**src/rtl/i2c_target.sv**
```systemverilog
// I2C target that bridges bus byte transfers onto a simple 8-bit register-file port.
// Write: first byte sets the register pointer, later bytes are written. Read: bytes come from the pointer.
module i2c_target #(
  parameter logic [6:0] DEV_ADDR = 7'h68
) (
  input  logic       clk,
  input  logic       rst,
  input  logic       scl_i,
  input  logic       sda_i,
  output logic       sda_oe,
  output logic [7:0] reg_addr,
  output logic [7:0] reg_wdata,
  output logic       reg_we,
  output logic       reg_re,
  input  logic [7:0] reg_rdata,
  output logic       busy,
  output logic       txn_done
);

  typedef enum logic [3:0] {
    IDLE, ADDR, ADDR_ACK, RX_BYTE, RX_ACK, TX_LOAD, TX_BYTE, TX_ACK, WAIT_STOP
  } state_t;

  state_t      state_q, state_d;
  logic        scl_p0, scl_p1, scl_p2;
  logic        sda_p0, sda_p1, sda_p2;
  logic [3:0]  cnt_q, cnt_d;
  logic [7:0]  shift_q, shift_d;
  logic        ptr_set_q, ptr_set_d;
  logic        ld_ph_q, ld_ph_d;
  logic        sda_oe_d, reg_we_d, reg_re_d, busy_d, txn_done_d;
  logic [7:0]  reg_addr_d, reg_wdata_d;
  logic        scl_rise, scl_fall, start_det, stop_det, addr_match;
  logic [7:0]  rx_byte;

  // p0/p1 synchronize the pads, p2 holds the previous synchronized value for edge detection
  always_ff @(posedge clk) begin
    if (rst) begin
      {scl_p0, scl_p1, scl_p2} <= 3'b111;
      {sda_p0, sda_p1, sda_p2} <= 3'b111;
    end else begin
      {scl_p0, scl_p1, scl_p2} <= {scl_i, scl_p0, scl_p1};
      {sda_p0, sda_p1, sda_p2} <= {sda_i, sda_p0, sda_p1};
    end
  end

  assign scl_rise   = scl_p1 & ~scl_p2;
  assign scl_fall   = ~scl_p1 & scl_p2;
  assign start_det  = scl_p1 & scl_p2 & sda_p2 & ~sda_p1;
  assign stop_det   = scl_p1 & scl_p2 & ~sda_p2 & sda_p1;
  assign rx_byte    = {shift_q[6:0], sda_p1};
  assign addr_match = (shift_q[7:1] == DEV_ADDR);

  always_ff @(posedge clk) begin
    if (rst) state_q <= IDLE;
    else     state_q <= state_d;
  end

  always_comb begin
    state_d = state_q;
    if (start_det) begin
      state_d = ADDR;
    end else if (stop_det) begin
      state_d = IDLE;
    end else begin
      case (state_q)
        ADDR:     if (scl_fall && cnt_q == 4'd8) state_d = addr_match ? ADDR_ACK : WAIT_STOP;
        ADDR_ACK: if (scl_fall) state_d = shift_q[0] ? TX_LOAD : RX_BYTE;
        RX_BYTE:  if (scl_fall && cnt_q == 4'd8) state_d = RX_ACK;
        RX_ACK:   if (scl_fall) state_d = RX_BYTE;
        TX_LOAD:  if (ld_ph_q) state_d = TX_BYTE;
        TX_BYTE:  if (scl_fall && cnt_q == 4'd7) state_d = TX_ACK;
        TX_ACK: begin
          if (scl_rise && sda_p1) state_d = WAIT_STOP;
          else if (scl_fall)      state_d = TX_LOAD;
        end
        default:  state_d = state_q;
      endcase
    end
  end

  always_comb begin
    cnt_d       = cnt_q;
    shift_d     = shift_q;
    ptr_set_d   = ptr_set_q;
    ld_ph_d     = 1'b0;
    sda_oe_d    = sda_oe;
    // the pointer advances the cycle after a write strobe so the strobe sees the old pointer
    reg_addr_d  = reg_we ? reg_addr + 8'd1 : reg_addr;
    reg_wdata_d = reg_wdata;
    reg_we_d    = 1'b0;
    reg_re_d    = 1'b0;
    busy_d      = busy;
    txn_done_d  = 1'b0;
    if (start_det) begin
      cnt_d     = 4'd0;
      sda_oe_d  = 1'b0;
      busy_d    = 1'b0;
      ptr_set_d = 1'b0;
    end else if (stop_det) begin
      sda_oe_d   = 1'b0;
      busy_d     = 1'b0;
      txn_done_d = busy;
    end else begin
      case (state_q)
        ADDR: begin
          if (scl_rise && cnt_q < 4'd8) begin
            shift_d = rx_byte;
            cnt_d   = cnt_q + 4'd1;
          end
          if (scl_fall && cnt_q == 4'd8 && addr_match) begin
            sda_oe_d = 1'b1;
            busy_d   = 1'b1;
          end
        end
        ADDR_ACK: begin
          if (scl_fall) begin
            sda_oe_d = 1'b0;
            cnt_d    = 4'd0;
            reg_re_d = shift_q[0];
          end
        end
        RX_BYTE: begin
          if (scl_rise && cnt_q < 4'd8) begin
            shift_d = rx_byte;
            cnt_d   = cnt_q + 4'd1;
            if (cnt_q == 4'd7) begin
              if (ptr_set_q) begin
                reg_we_d    = 1'b1;
                reg_wdata_d = rx_byte;
              end else begin
                reg_addr_d = rx_byte;
                ptr_set_d  = 1'b1;
              end
            end
          end
          if (scl_fall && cnt_q == 4'd8) sda_oe_d = 1'b1;
        end
        RX_ACK: begin
          if (scl_fall) begin
            sda_oe_d = 1'b0;
            cnt_d    = 4'd0;
          end
        end
        TX_LOAD: begin
          // reg_re is high in the first cycle here; read data is valid in the second
          if (!ld_ph_q) begin
            ld_ph_d = 1'b1;
          end else begin
            shift_d  = reg_rdata;
            sda_oe_d = ~reg_rdata[7];
            cnt_d    = 4'd0;
          end
        end
        TX_BYTE: begin
          if (scl_fall) begin
            if (cnt_q == 4'd7) begin
              sda_oe_d = 1'b0;
            end else begin
              cnt_d    = cnt_q + 4'd1;
              shift_d  = {shift_q[6:0], 1'b0};
              sda_oe_d = ~shift_q[6];
            end
          end
        end
        TX_ACK: begin
          if (scl_rise && sda_p1) begin
            busy_d = 1'b0;
          end else if (scl_fall) begin
            reg_addr_d = reg_addr + 8'd1;
            reg_re_d   = 1'b1;
          end
        end
        default: sda_oe_d = 1'b0;
      endcase
    end
  end

  always_ff @(posedge clk) begin
    if (rst) begin
      cnt_q     <= 4'd0;
      ptr_set_q <= 1'b0;
      ld_ph_q   <= 1'b0;
      sda_oe    <= 1'b0;
      reg_addr  <= 8'd0;
      reg_wdata <= 8'd0;
      reg_we    <= 1'b0;
      reg_re    <= 1'b0;
      busy      <= 1'b0;
      txn_done  <= 1'b0;
    end else begin
      cnt_q     <= cnt_d;
      ptr_set_q <= ptr_set_d;
      ld_ph_q   <= ld_ph_d;
      sda_oe    <= sda_oe_d;
      reg_addr  <= reg_addr_d;
      reg_wdata <= reg_wdata_d;
      reg_we    <= reg_we_d;
      reg_re    <= reg_re_d;
      busy      <= busy_d;
      txn_done  <= txn_done_d;
    end
  end

  always_ff @(posedge clk) begin
    shift_q <= shift_d;
  end

endmodule

```
**config.mk**
```make
export PLATFORM = sky130hd
export DESIGN_NAME = i2c_target
export DESIGN_NICKNAME = d
export VERILOG_FILES = /design/src/rtl/i2c_target.sv
export SDC_FILE = /design/constraint.sdc
export NUM_CORES = 1
export LEC_CHECK = 0
export BUFFER_PORTS_ARGS = -buffer_cell sky130_fd_sc_hd__buf_2
export CORE_ASPECT_RATIO = 0.6
export CORE_MARGIN = 1
export CORE_UTILIZATION = 55
export CTS_CLUSTER_SIZE = 14
export DETAILED_ROUTE_END_ITERATION = 10
export GPL_TIMING_DRIVEN = 1
export PLACE_DENSITY = 0.78
export SYNTH_ARGS = -nofsm -noshare
export SYNTH_HDL_FRONTEND = slang
export SYNTH_SLANG_ARGS = --single-unit
```
**constraint.sdc**
```tcl
create_clock -name clk -period 2.5 [get_ports clk]
set_input_delay 0.125 -clock clk [delete_from_list [all_inputs] [get_ports clk]]
set_output_delay 0.125 -clock clk [all_outputs]
set_load 0.1 [all_outputs]
```
==> results of run 1 <==
## kinds of logic after synthesis
kind of cell / after synthesis / share of synthesized area (%)
adder cells (fa/ha/maj): 3 / 1.57
buffers and inverters: 24 / 4.23
AO/OA/AOI/OAI: 61 / 18.6
XOR/XNOR: 9 / 3.29
AND/OR/NAND/NOR: 96 / 23.5
multiplexers: 18 / 7.84
flip-flops: 45 / 41.0
## routing by layer
metal  global-route usage (%)  vias to the layer above  share of wire [%]
met1                     39.9                      962                 49
met5                        0                        -                  0
met2                     35.0                      121                 40
met3                     8.89                        4                9.6
li1                         -                     1025                  -
met4                     6.56                        0               0.55
## cells in the mapped netlist (all sizes together), types with 4 or more instances
cell type / number / area (um2)
nor2: 22 / 82.6
buf: 4 / 26.3
mux2i: 12 / 120
o21ai: 9 / 45.0
inv: 9 / 33.8
dfxtp: 37 / 741
nor2b: 4 / 25.0
o22ai: 6 / 37.5
mux2: 6 / 67.6
nand2b: 6 / 37.5
a22oi: 5 / 37.5
a21oi: 9 / 45.0
nand3: 6 / 30.0
edfxtp: 8 / 240
xor2: 6 / 52.6
nand2: 15 / 56.3
nor3: 6 / 30.0
or2: 6 / 37.5
clkbuf: 11 / 41.3
## sequential cells by signal (all words and copies together), names as in the netlist, 4 cells and up
| register | count |
|---|---|
| reg_addr | 8 |
| reg_wdata | 8 |
| shift_q | 8 |
| cnt_q | 4 |
| state_q | 4 |
## cell type report
cell class | count | area [um2]
Fill cell | 372 | 1390
Sequential cell | 45 | 981
Multi-Input combinational cell | 187 | 1310
Clock inverter | 3 | 47.5
Tap cell | 60 | 75.1
Inverter | 9 | 33.8
Timing Repair Buffer | 41 | 233
Clock buffer | 5 | 68.8
## placed cells by master (no fill, tap or decap), types with 3 or more instances in the layout
cell,n
a21oi_1,9
a22oi_1,5
a31oi_1,3
and3_1,3
buf_2,32
buf_4,7
clkbuf_8,5
dfxtp_1,37
edfxtp_1,8
ha_1,3
inv_1,9
mux2_2,6
mux2i_1,12
nand2_1,15
nand2b_1,6
nand3_1,6
nand3b_1,3
nand4_1,3
nor2_1,22
nor2b_1,4
nor3_1,6
o211ai_1,3
o21ai_0,6
o21ai_1,3
o22ai_1,6
o41ai_1,3
or2_2,6
or3_1,3
xnor2_1,3
xor2_1,6
## power by group through the flow
| stage | registers [uW] | logic [uW] | clock network [uW] |
|---|---|---|---|
| final | 759 | 85.0 | 573 |
| after global routing | 761 | 90.9 | 617 |
| after CTS | 758 | 83.1 | 576 |
| after detailed placement | 775 | 80.1 | 0 |
| after global placement | 775 | 79.8 | 0 |
| after floorplan | 771 | 54.0 | 0 |
## final timing paths
check	start	end	slack, ps
max	state_q[3]	state_q[3]	280
min	reg_rdata[0]	shift_q[0]	130
max reg2reg	state_q[3]	state_q[3]	280
min reg2reg	scl_p0	scl_p1	420
## metrics by stage
step	hold slack, ps	std cells	power (uW)	cell area, um2	utilization, %
after floorplan	229	256	826	2390	-
after global placement	310	340	855	2610	63.1
after detailed placement	312	340	855	2610	63.1
after CTS	118	350	1420	2750	66.4
after global routing	116	350	1470	2750	66.4
final	125	350	1420	2750	66.4
## worst register-to-register path: cells and delay by family, from the launching register on
kind	cells	cell delay, ps
AO/OA/AOI/OAI	3	1100
flip-flops	1	620
AND/OR/NAND/NOR	1	420
==> PnR_summary.wiki, run 1 <==
{| class="wikitable"
! Metric !! Value
|-
| Count of synthesis-stage warnings from yosys || 0
|-
| Global-route wire length before repair || 8.98 mm
|-
| Max-Slew Margin vs Limit || 44.4%
|-
| Part of the power in combinational logic || 6.0%
|-
| Per-cell via count in the routed design || 6.03
|-
| Worst-Skew Late Latency || 300 ps
|-
| Detailed-router iteration count before antenna repair || 5
|-
| Area of the die || 4630 um2
|-
| Initial cell density of the core || 57.8%
|-
| Data required time at the worst endpoint || 2710 ps
|-
| Final worst clock skew || 7.60 ps
|-
| Final Max Tran Viols || 0
|-
| Setup TNS after final layout || 0 ps
|-
| H-tree Lvls || 2
|-
| Hold depth || 2
|-
| Smallest setup slack after layout || 276 ps
|-
| Ordered list of cells on the worst path || and4bb_2 -> a222oi_1 -> o21ai_1 -> o31ai_1
|-
| Post CTS Setup Buffer Count || 0
|-
| Count of nets left with antenna violations after detail routing || 0
|-
| Cts repair resizes || 0
|-
| Int Pwr || 1090 uW
|-
| Share of flip-flops with an asynchronous set or reset after synthesis || 0%
|-
| Number of nets in the layout || 304
|-
| CTS tree || built
|-
| Post-synthesis cell count || 256
|-
| Core Region || 4140 um2
|-
| Post-route fraction of the period consumed by the critical path || 88.9%
|-
| Count of flip-flops with a built-in enable after synthesis || 8
|-
| Initial antenna violation count || 0
|-
| Type of the setup path with the least slack || reg2reg
|-
| Reg clk slew, reported paths || 90 ps
|-
| Flop pwr share || 53.6%
|-
| Depth of the worst register-to-register path || 4
|-
| Number of buffer and inverter stages on the critical path || 0
|-
| Areal power density over the cells || 515 nW/um2
|-
| Chip width || 87.2 um
|-
| Total via count after detailed routing || 2112
|-
| LEAKAGE || 0.00113 uW
|-
| Setup repair after global routing missed its margin || no
|-
| Largest net degree at the start of global routing || 31
|-
| Cts hold-fix bufs || 2
|-
| Slew at the pin with the worst max-slew slack || 830 ps
|-
| Minimum setup slack after placement || 363 ps
|-
| Count of clock tree sinks || 45
|-
| Sort of element at the end of the critical path || register
|-
| Diodes inserted || 0
|-
| Cell at the root of the clock tree || clkbuf_8
|-
| Drt drc || 0
|-
| Routability cong. || 0.944
|-
| Ys flop type || dfxtp_1
|-
| Part of the Yosys area used for sequential elements || 41.0%
|-
| Max Root-Sink Buffers || 2
|-
| Number of placement rows || 18
|-
| Vias in the first global route || 1772
|-
| Time the worst path needs with I/O delays and setup || 2220 ps
|-
| Maximum resistive drop on vdd || 0.381 mV
|-
| Proportion of layout cells with a drive suffix above 1 || 23.4%
|-
| Count of cell types in the netlist || 61
|-
| Critical Path Source Type || register
|-
| Netlist area before placement || 2390 um2
|-
| Detailed Route Iter0 Violations || 202
|-
| Maximum fanout along the worst path || 14
|-
| Number of buffers inserted during clock tree synthesis || 5
|-
| Hold Vio Cnt, Final || 0
|-
| Net switching component of the power || 331 uW
|-
| Slowest stage cell on the critical path || dfxtp_1
|-
| Maximum frequency from static timing analysis || 450 MHz
|-
| Final routed wire length divided by cell count || 16.6 um
|-
| Number of buffers inserted by port buffering || 32
|-
| Total setup violations reported at the end of the flow || 0
|-
| Wire length after detailed routing || 5.82 mm
|-
| Synthesis-to-finish area growth || 14.9%
|-
| Result of the run || complete, no violations
|-
| GR Util All Layers || 26.4%
|-
| Number of nets in the synthesized netlist || 271
|-
| Levels on crit path || 4
|-
| Max-cap violation count || 0
|-
| Global-route congestion overflow total || 0
|-
| CP max stage delay || 620 ps
|-
| Data arrival time of the worst path || 2440 ps
|-
| Total half-perimeter wirelength after legalization and detailed placement || 4.15 mm
|-
| Hold Crit Class || in2reg
|-
| Cell family with the largest share of critical-path delay || compound AO/OA/AOI/OAI gates
|-
| Clock network fraction of design power || 40.4%
|-
| Num ports || 33
|-
| Number of register bits inferred by synthesis || 45
|-
| Switch share || 23.4%
|-
| Synthesized area per cell || 9.35 um2
|-
| Die H || 53.1 um
|}
No activity file was read; power rests on OpenSTA's default activity.
==> run 2: changes to the inputs <==
--- a/config.mk
+++ b/config.mk
@@ -6,13 +6,15 @@
 export NUM_CORES = 1
 export LEC_CHECK = 0
 export BUFFER_PORTS_ARGS = -buffer_cell sky130_fd_sc_hd__buf_2
+export CELL_PAD_IN_SITES_DETAIL_PLACEMENT = 1
+export CELL_PAD_IN_SITES_GLOBAL_PLACEMENT = 2
 export CORE_ASPECT_RATIO = 0.6
 export CORE_MARGIN = 1
-export CORE_UTILIZATION = 55
+export CORE_UTILIZATION = 35
 export CTS_CLUSTER_SIZE = 14
 export DETAILED_ROUTE_END_ITERATION = 10
 export GPL_TIMING_DRIVEN = 1
-export PLACE_DENSITY = 0.78
+export PLACE_DENSITY = 0.79
 export SYNTH_ARGS = -nofsm -noshare
 export SYNTH_HDL_FRONTEND = slang
 export SYNTH_SLANG_ARGS = --single-unit
==> PnR_summary.wiki, run 2 (same netlist as run 1, synthesis figures left out) <==
{| class="wikitable"
! Metric !! Value
|-
| Number of buffer and inverter stages on the critical path || 0
|-
| CP max stage delay || 510 ps
|-
| Initial antenna violation count || 0
|-
| Hold Path End || sda_p0
|-
| Reg clk slew, reported paths || 70 ps
|-
| Reg-to-Reg End || state_q[3]
|-
| Count of clock tree sinks || 45
|-
| Drt drc || 0
|-
| Slowest stage cell on the critical path || dfxtp_1
|-
| Core Region || 6360 um2
|-
| Multi-input gate area || 1310 um2
|-
| Chip width || 109 um
|-
| Data required time at the worst endpoint || 2700 ps
|-
| Post CTS Setup Buffer Count || 0
|-
| Largest regs || reg_addr x8, reg_wdata x8, shift_q x8
|-
| Routability cong. || 0.839
|-
| Total via count after detailed routing || 2136
|-
| Max-cap violation count || 0
|-
| Total setup violations reported at the end of the flow || 0
|-
| Reg-to-reg setup timing slack || 210 ps
|-
| CTS tree || built
|-
| Commonest cells after routing, fill and taps aside || dfxtp_1, buf_2, nor2_1, nand2_1, mux2i_1
|-
| Max Root-Sink Buffers || 2
|-
| Number of buffers inserted by port buffering || 32
|-
| Synthesis-to-finish area growth || 18.4%
|-
| Depth of the worst register-to-register path || 5
|-
| Ordered list of cells on the worst path || nor3b_2 -> nand4_1 -> a222oi_1 -> o21ai_1 -> o31ai_1
|-
| Num ports || 33
|-
| Max-Slew Margin vs Limit || 57.5%
|-
| Number of filler cells placed in the layout || 750
|-
| Number of nets in the layout || 305
|-
| Post-route fraction of the period consumed by the critical path || 91.6%
|-
| Global-route congestion overflow total || 0
|-
| Setup repair after global routing missed its margin || no
|-
| Cts repair resizes || 0
|-
| Hold Vio Cnt, Final || 0
|-
| Final worst clock skew || 6.97 ps
|-
| Cell family with the largest share of critical-path delay || compound AO/OA/AOI/OAI gates
|-
| Vias in the first global route || 2062
|-
| Wire length after detailed routing || 6.92 mm
|-
| Die H || 66.1 um
|-
| Total half-perimeter wirelength after legalization and detailed placement || 5.11 mm
|-
| Smallest setup slack after layout || 211 ps
|-
| Per-cell via count in the routed design || 5.70
|-
| Area of the die || 7180 um2
|-
| Global-route wire length before repair || 11.2 mm
|-
| Origin of the critical flop-to-flop path || state_q[2]
|-
| Cell at the root of the clock tree || clkbuf_16
|-
| LEAKAGE || 0.00115 uW
|-
| Detailed-router iteration count before antenna repair || 4
|-
| H-tree Lvls || 2
|-
| Final Max Tran Viols || 0
|-
| Maximum resistive drop on vdd || 0.299 mV
|-
| GR Util All Layers || 21.2%
|-
| Detailed Route Iter0 Violations || 161
|-
| Type of the setup path with the least slack || reg2reg
|-
| Worst-Skew Late Latency || 290 ps
|-
| Proportion of layout cells with a drive suffix above 1 || 24.1%
|-
| Number of buffers inserted during clock tree synthesis || 5
|-
| Maximum fanout along the worst path || 19
|-
| Area used by sequential logic in the layout || 981 um2
|-
| Minimum setup slack after placement || 272 ps
|-
| Areal power density over the cells || 571 nW/um2
|-
| Levels on crit path || 5
|-
| Most common cell after layout, fill and taps aside || dfxtp_1
|-
| Final routed wire length divided by cell count || 18.5 um
|-
| Diodes inserted || 0
|-
| Setup TNS after final layout || 0 ps
|-
| Hold Crit Class || in2reg
|-
| Sort of element at the end of the critical path || register
|-
| Count of nets left with antenna violations after detail routing || 0
|-
| Hold depth || 2
|-
| Slew at the pin with the worst max-slew slack || 636 ps
|-
| Number of placement rows || 22
|-
| Cts hold-fix bufs || 0
|-
| Result of the run || complete, no violations
|-
| Data arrival time of the worst path || 2490 ps
|-
| Largest net degree at the start of global routing || 30
|-
| Time the worst path needs with I/O delays and setup || 2290 ps
|-
| Initial cell density of the core || 37.6%
|-
| Critical Path Source Type || register
|-
| Maximum frequency from static timing analysis || 437 MHz
|-
| Startpoint of the tightest hold check path || sda_i
|}
## run 2: per-layer routing
| layer | vias to the layer above | wire, um | track usage, % |
|---|---|---|---|
| met5 | - | 0 | 0 |
| met4 | 0 | 17 | 4.56 |
| met3 | 2 | 434 | 5.12 |
| met2 | 54 | 2750 | 29.2 |
| met1 | 1051 | 3720 | 32.6 |
| li1 | 1029 | - | - |
## run 2: worst register-to-register path: cells and delay by family, from the launching register on
kind | cells | cell delay [ps]
compound gates | 3 | 1010
flops | 1 | 510
simple gates | 2 | 690
## run 2: worst max-delay path by stage
stage | from | to | slack, ps
after global placement | state_q[2] | state_q[3] | 300
after CTS | state_q[2] | state_q[3] | 270
after floorplan | reg_addr[0] | reg_addr[6] | 240
after detailed placement | state_q[2] | state_q[3] | 270
final | state_q[2] | state_q[3] | 210
after global routing | state_q[2] | state_q[3] | 10
## run 2: power by group
| group | internal [uW] | total, uW | switching (uW) |
|---|---|---|---|
| registers | 747 | 760 | 13.7 |
| clock network | 474 | 770 | 295 |
| logic | 35.6 | 88.6 | 53.0 |
## run 2: final cells by class
type	instances	area share, %
flip-flops and latches	45	34.6
multi-input cells	187	46.3
clock buffers	6	4.55
inverters	9	1.19
well taps	84	3.71
clock inverters	2	1.37
repair buffers	42	8.30
## run 2: per-stage QoR
step           util [%]  hold slack, ps  power [uW]  instance area [um2]  instances
3_5_place_dp       41.9             314         865                 2670        367
4_1_cts            44.6            8.65        1640                 2830        375
3_3_place_gp       41.9             309         865                 2670        367
5_1_grt            44.6            4.82        1670                 2830        375
2_1_floorplan         -             229         826                 2390        256
6_report           44.6            11.4        1620                 2830        375
==> run 3: changes to the inputs <==
--- a/config.mk
+++ b/config.mk
@@ -14,7 +14,7 @@
 export CTS_CLUSTER_SIZE = 14
 export DETAILED_ROUTE_END_ITERATION = 10
 export GPL_TIMING_DRIVEN = 1
-export PLACE_DENSITY = 0.79
+export PLACE_DENSITY_LB_ADDON = 0.12
 export SYNTH_ARGS = -nofsm -noshare
 export SYNTH_HDL_FRONTEND = slang
 export SYNTH_SLANG_ARGS = --single-unit
==> PnR_summary.wiki, run 3 (same netlist as run 1, synthesis figures left out) <==
{| class="wikitable"
! Metric !! Value
|-
| Global-route wire length before repair || 11.3 mm
|-
| Commonest cells after routing, fill and taps aside || dfxtp_1, buf_2, nor2_1, nand2_1, buf_4
|-
| H-tree Lvls || 2
|-
| Wire length after detailed routing || 7.00 mm
|-
| Total setup violations reported at the end of the flow || 0
|-
| Depth of the worst register-to-register path || 6
|-
| Number of placement rows || 22
|-
| Reg-to-reg setup timing slack || 350 ps
|-
| Per-cell via count in the routed design || 5.60
|-
| Routability cong. || 0.772
|-
| Die H || 66.1 um
|-
| LEAKAGE || 0.00118 uW
|-
| Total via count after detailed routing || 2127
|-
| Max Root-Sink Buffers || 2
|-
| Maximum resistive drop on vdd || 0.276 mV
|-
| Post CTS Setup Buffer Count || 0
|-
| Switch share || 23.0%
|-
| Overall power consumption || 1640 uW
|-
| Number of buffers inserted by port buffering || 32
|-
| Diodes inserted || 0
|-
| Part of the power in combinational logic || 5.5%
|-
| Reg clk slew, reported paths || 70 ps
|-
| Final routed wire length divided by cell count || 18.4 um
|-
| Most common cell after layout, fill and taps aside || dfxtp_1
|-
| Count of clock tree sinks || 45
|-
| Initial antenna violation count || 0
|-
| Data arrival time of the worst path || 2330 ps
|-
| Cts repair resizes || 0
|-
| Global-route congestion overflow total || 0
|-
| Time the worst path needs with I/O delays and setup || 2150 ps
|-
| Number of filler cells placed in the layout || 757
|-
| GR Util All Layers || 21.2%
|-
| Maximum frequency from static timing analysis || 465 MHz
|-
| Net switching component of the power || 377 uW
|-
| Hold depth || 2
|-
| Post-route fraction of the period consumed by the critical path || 86.1%
|-
| Maximum fanout along the worst path || 12
|-
| Total half-perimeter wirelength after legalization and detailed placement || 5.19 mm
|-
| Number of nets in the layout || 310
|-
| Drt drc || 0
|-
| Critical Path Source Type || register
|-
| Sort of element at the end of the critical path || register
|-
| Hold Crit Class || in2reg
|-
| Number of buffers inserted during clock tree synthesis || 5
|-
| Cts hold-fix bufs || 0
|-
| Final Max Tran Viols || 0
|-
| Area of the die || 7180 um2
|-
| Flop pwr share || 46.3%
|-
| Result of the run || complete, no violations
|-
| Num ports || 33
|-
| Proportion of layout cells with a drive suffix above 1 || 25.7%
|-
| CTS tree || built
|-
| Synthesis-to-finish area growth || 20.2%
|-
| Areal power density over the cells || 570 nW/um2
|-
| Clock network fraction of design power || 48.2%
|-
| Setup repair after global routing missed its margin || no
|-
| Largest regs || reg_addr x8, reg_wdata x8, shift_q x8
|-
| Vias in the first global route || 2021
|-
| Detailed-router iteration count before antenna repair || 4
|-
| Area after detailed placement || 2700 um2
|-
| Type of the setup path with the least slack || reg2reg
|-
| Int Pwr || 1260 uW
|-
| Largest net degree at the start of global routing || 18
|-
| Chip width || 109 um
|-
| Post-route design area || 2880 um2
|-
| Slew at the pin with the worst max-slew slack || 648 ps
|-
| Setup TNS after final layout || 0 ps
|-
| Detailed Route Iter0 Violations || 100
|-
| Max-cap violation count || 0
|-
| Cell at the root of the clock tree || clkbuf_16
|-
| Count of nets left with antenna violations after detail routing || 0
|-
| Data required time at the worst endpoint || 2680 ps
|-
| Worst-Skew Late Latency || 290 ps
|-
| Hold Vio Cnt, Final || 0
|-
| Final worst clock skew || 4.70 ps
|-
| Max-Slew Margin vs Limit || 56.5%
|-
| Core Region || 6360 um2
|-
| Initial cell density of the core || 37.6%
|}
[run 3: cell count changes in the layout (fill, tap and decap cells not counted)]
cell / before / now
clkbuf_1: 1 / 0
buf_4: 10 / 15
inv_6: 0 / 2
clkinv_4: 1 / 0
[run 3: worst paths after layout]
check                           startpoint      endpoint
worst max-delay path            state_q[1]  reg_wdata[4]
worst min register to register      scl_p0        scl_p1
worst max register to register  state_q[1]  reg_wdata[4]
worst min-delay path                 sda_i        sda_p0
[run 3: per-layer routing]
layer | GRT usage, % | vias up | wire length (um)
met5 | 0 | - | 0
li1 | - | 1041 | -
met1 | 33.6 | 1031 | 3940
met4 | 4.05 | 0 | 37
met2 | 28.2 | 51 | 2640
met3 | 4.63 | 4 | 381
[run 3: through the flow]
| step | setup WS (ps) | utilization [%] | cells | hold slack [ps] |
|---|---|---|---|---|
| 3_5_place_dp | 400 | 42.5 | 372 | 313 |
| 6_report | 348 | 45.2 | 380 | 13.6 |
| 2_1_floorplan | 243 | - | 256 | 229 |
| 3_3_place_gp | 442 | 42.5 | 372 | 307 |
| 4_1_cts | 375 | 45.2 | 380 | 5.70 |
| 5_1_grt | 140 | 45.2 | 380 | 11.1 |
[run 3: final cells by class]
class                      instances  area, um2  share of cell area, %
clock buffer                       5        125                   4.35
timing repair buffer              47        273                   9.48
multi-input combinational        187       1310                   45.6
sequential                        45        981                   34.1
clock inverter                     3       47.5                   1.65
inverter                           9       33.8                   1.17
tap                               84        105                   3.65
[run 3: power groups by stage]
stage                     Clock (uW)  Sequential (uW)  Combinational [uW]
after floorplan                    0              771                54.0
after global placement             0              775                91.4
after detailed placement           0              775                90.7
after CTS                        803              759                91.1
after global routing             836              760                99.3
final                            790              759                90.9
[run 3: critical path: stages, from the launching register on]
cell and delay (ps):
dfxtp_1 600, buf_4 220, nand4bb_1 170, nor3_1 320
nand2_1 400, mux2i_1 270, nor2_1 50
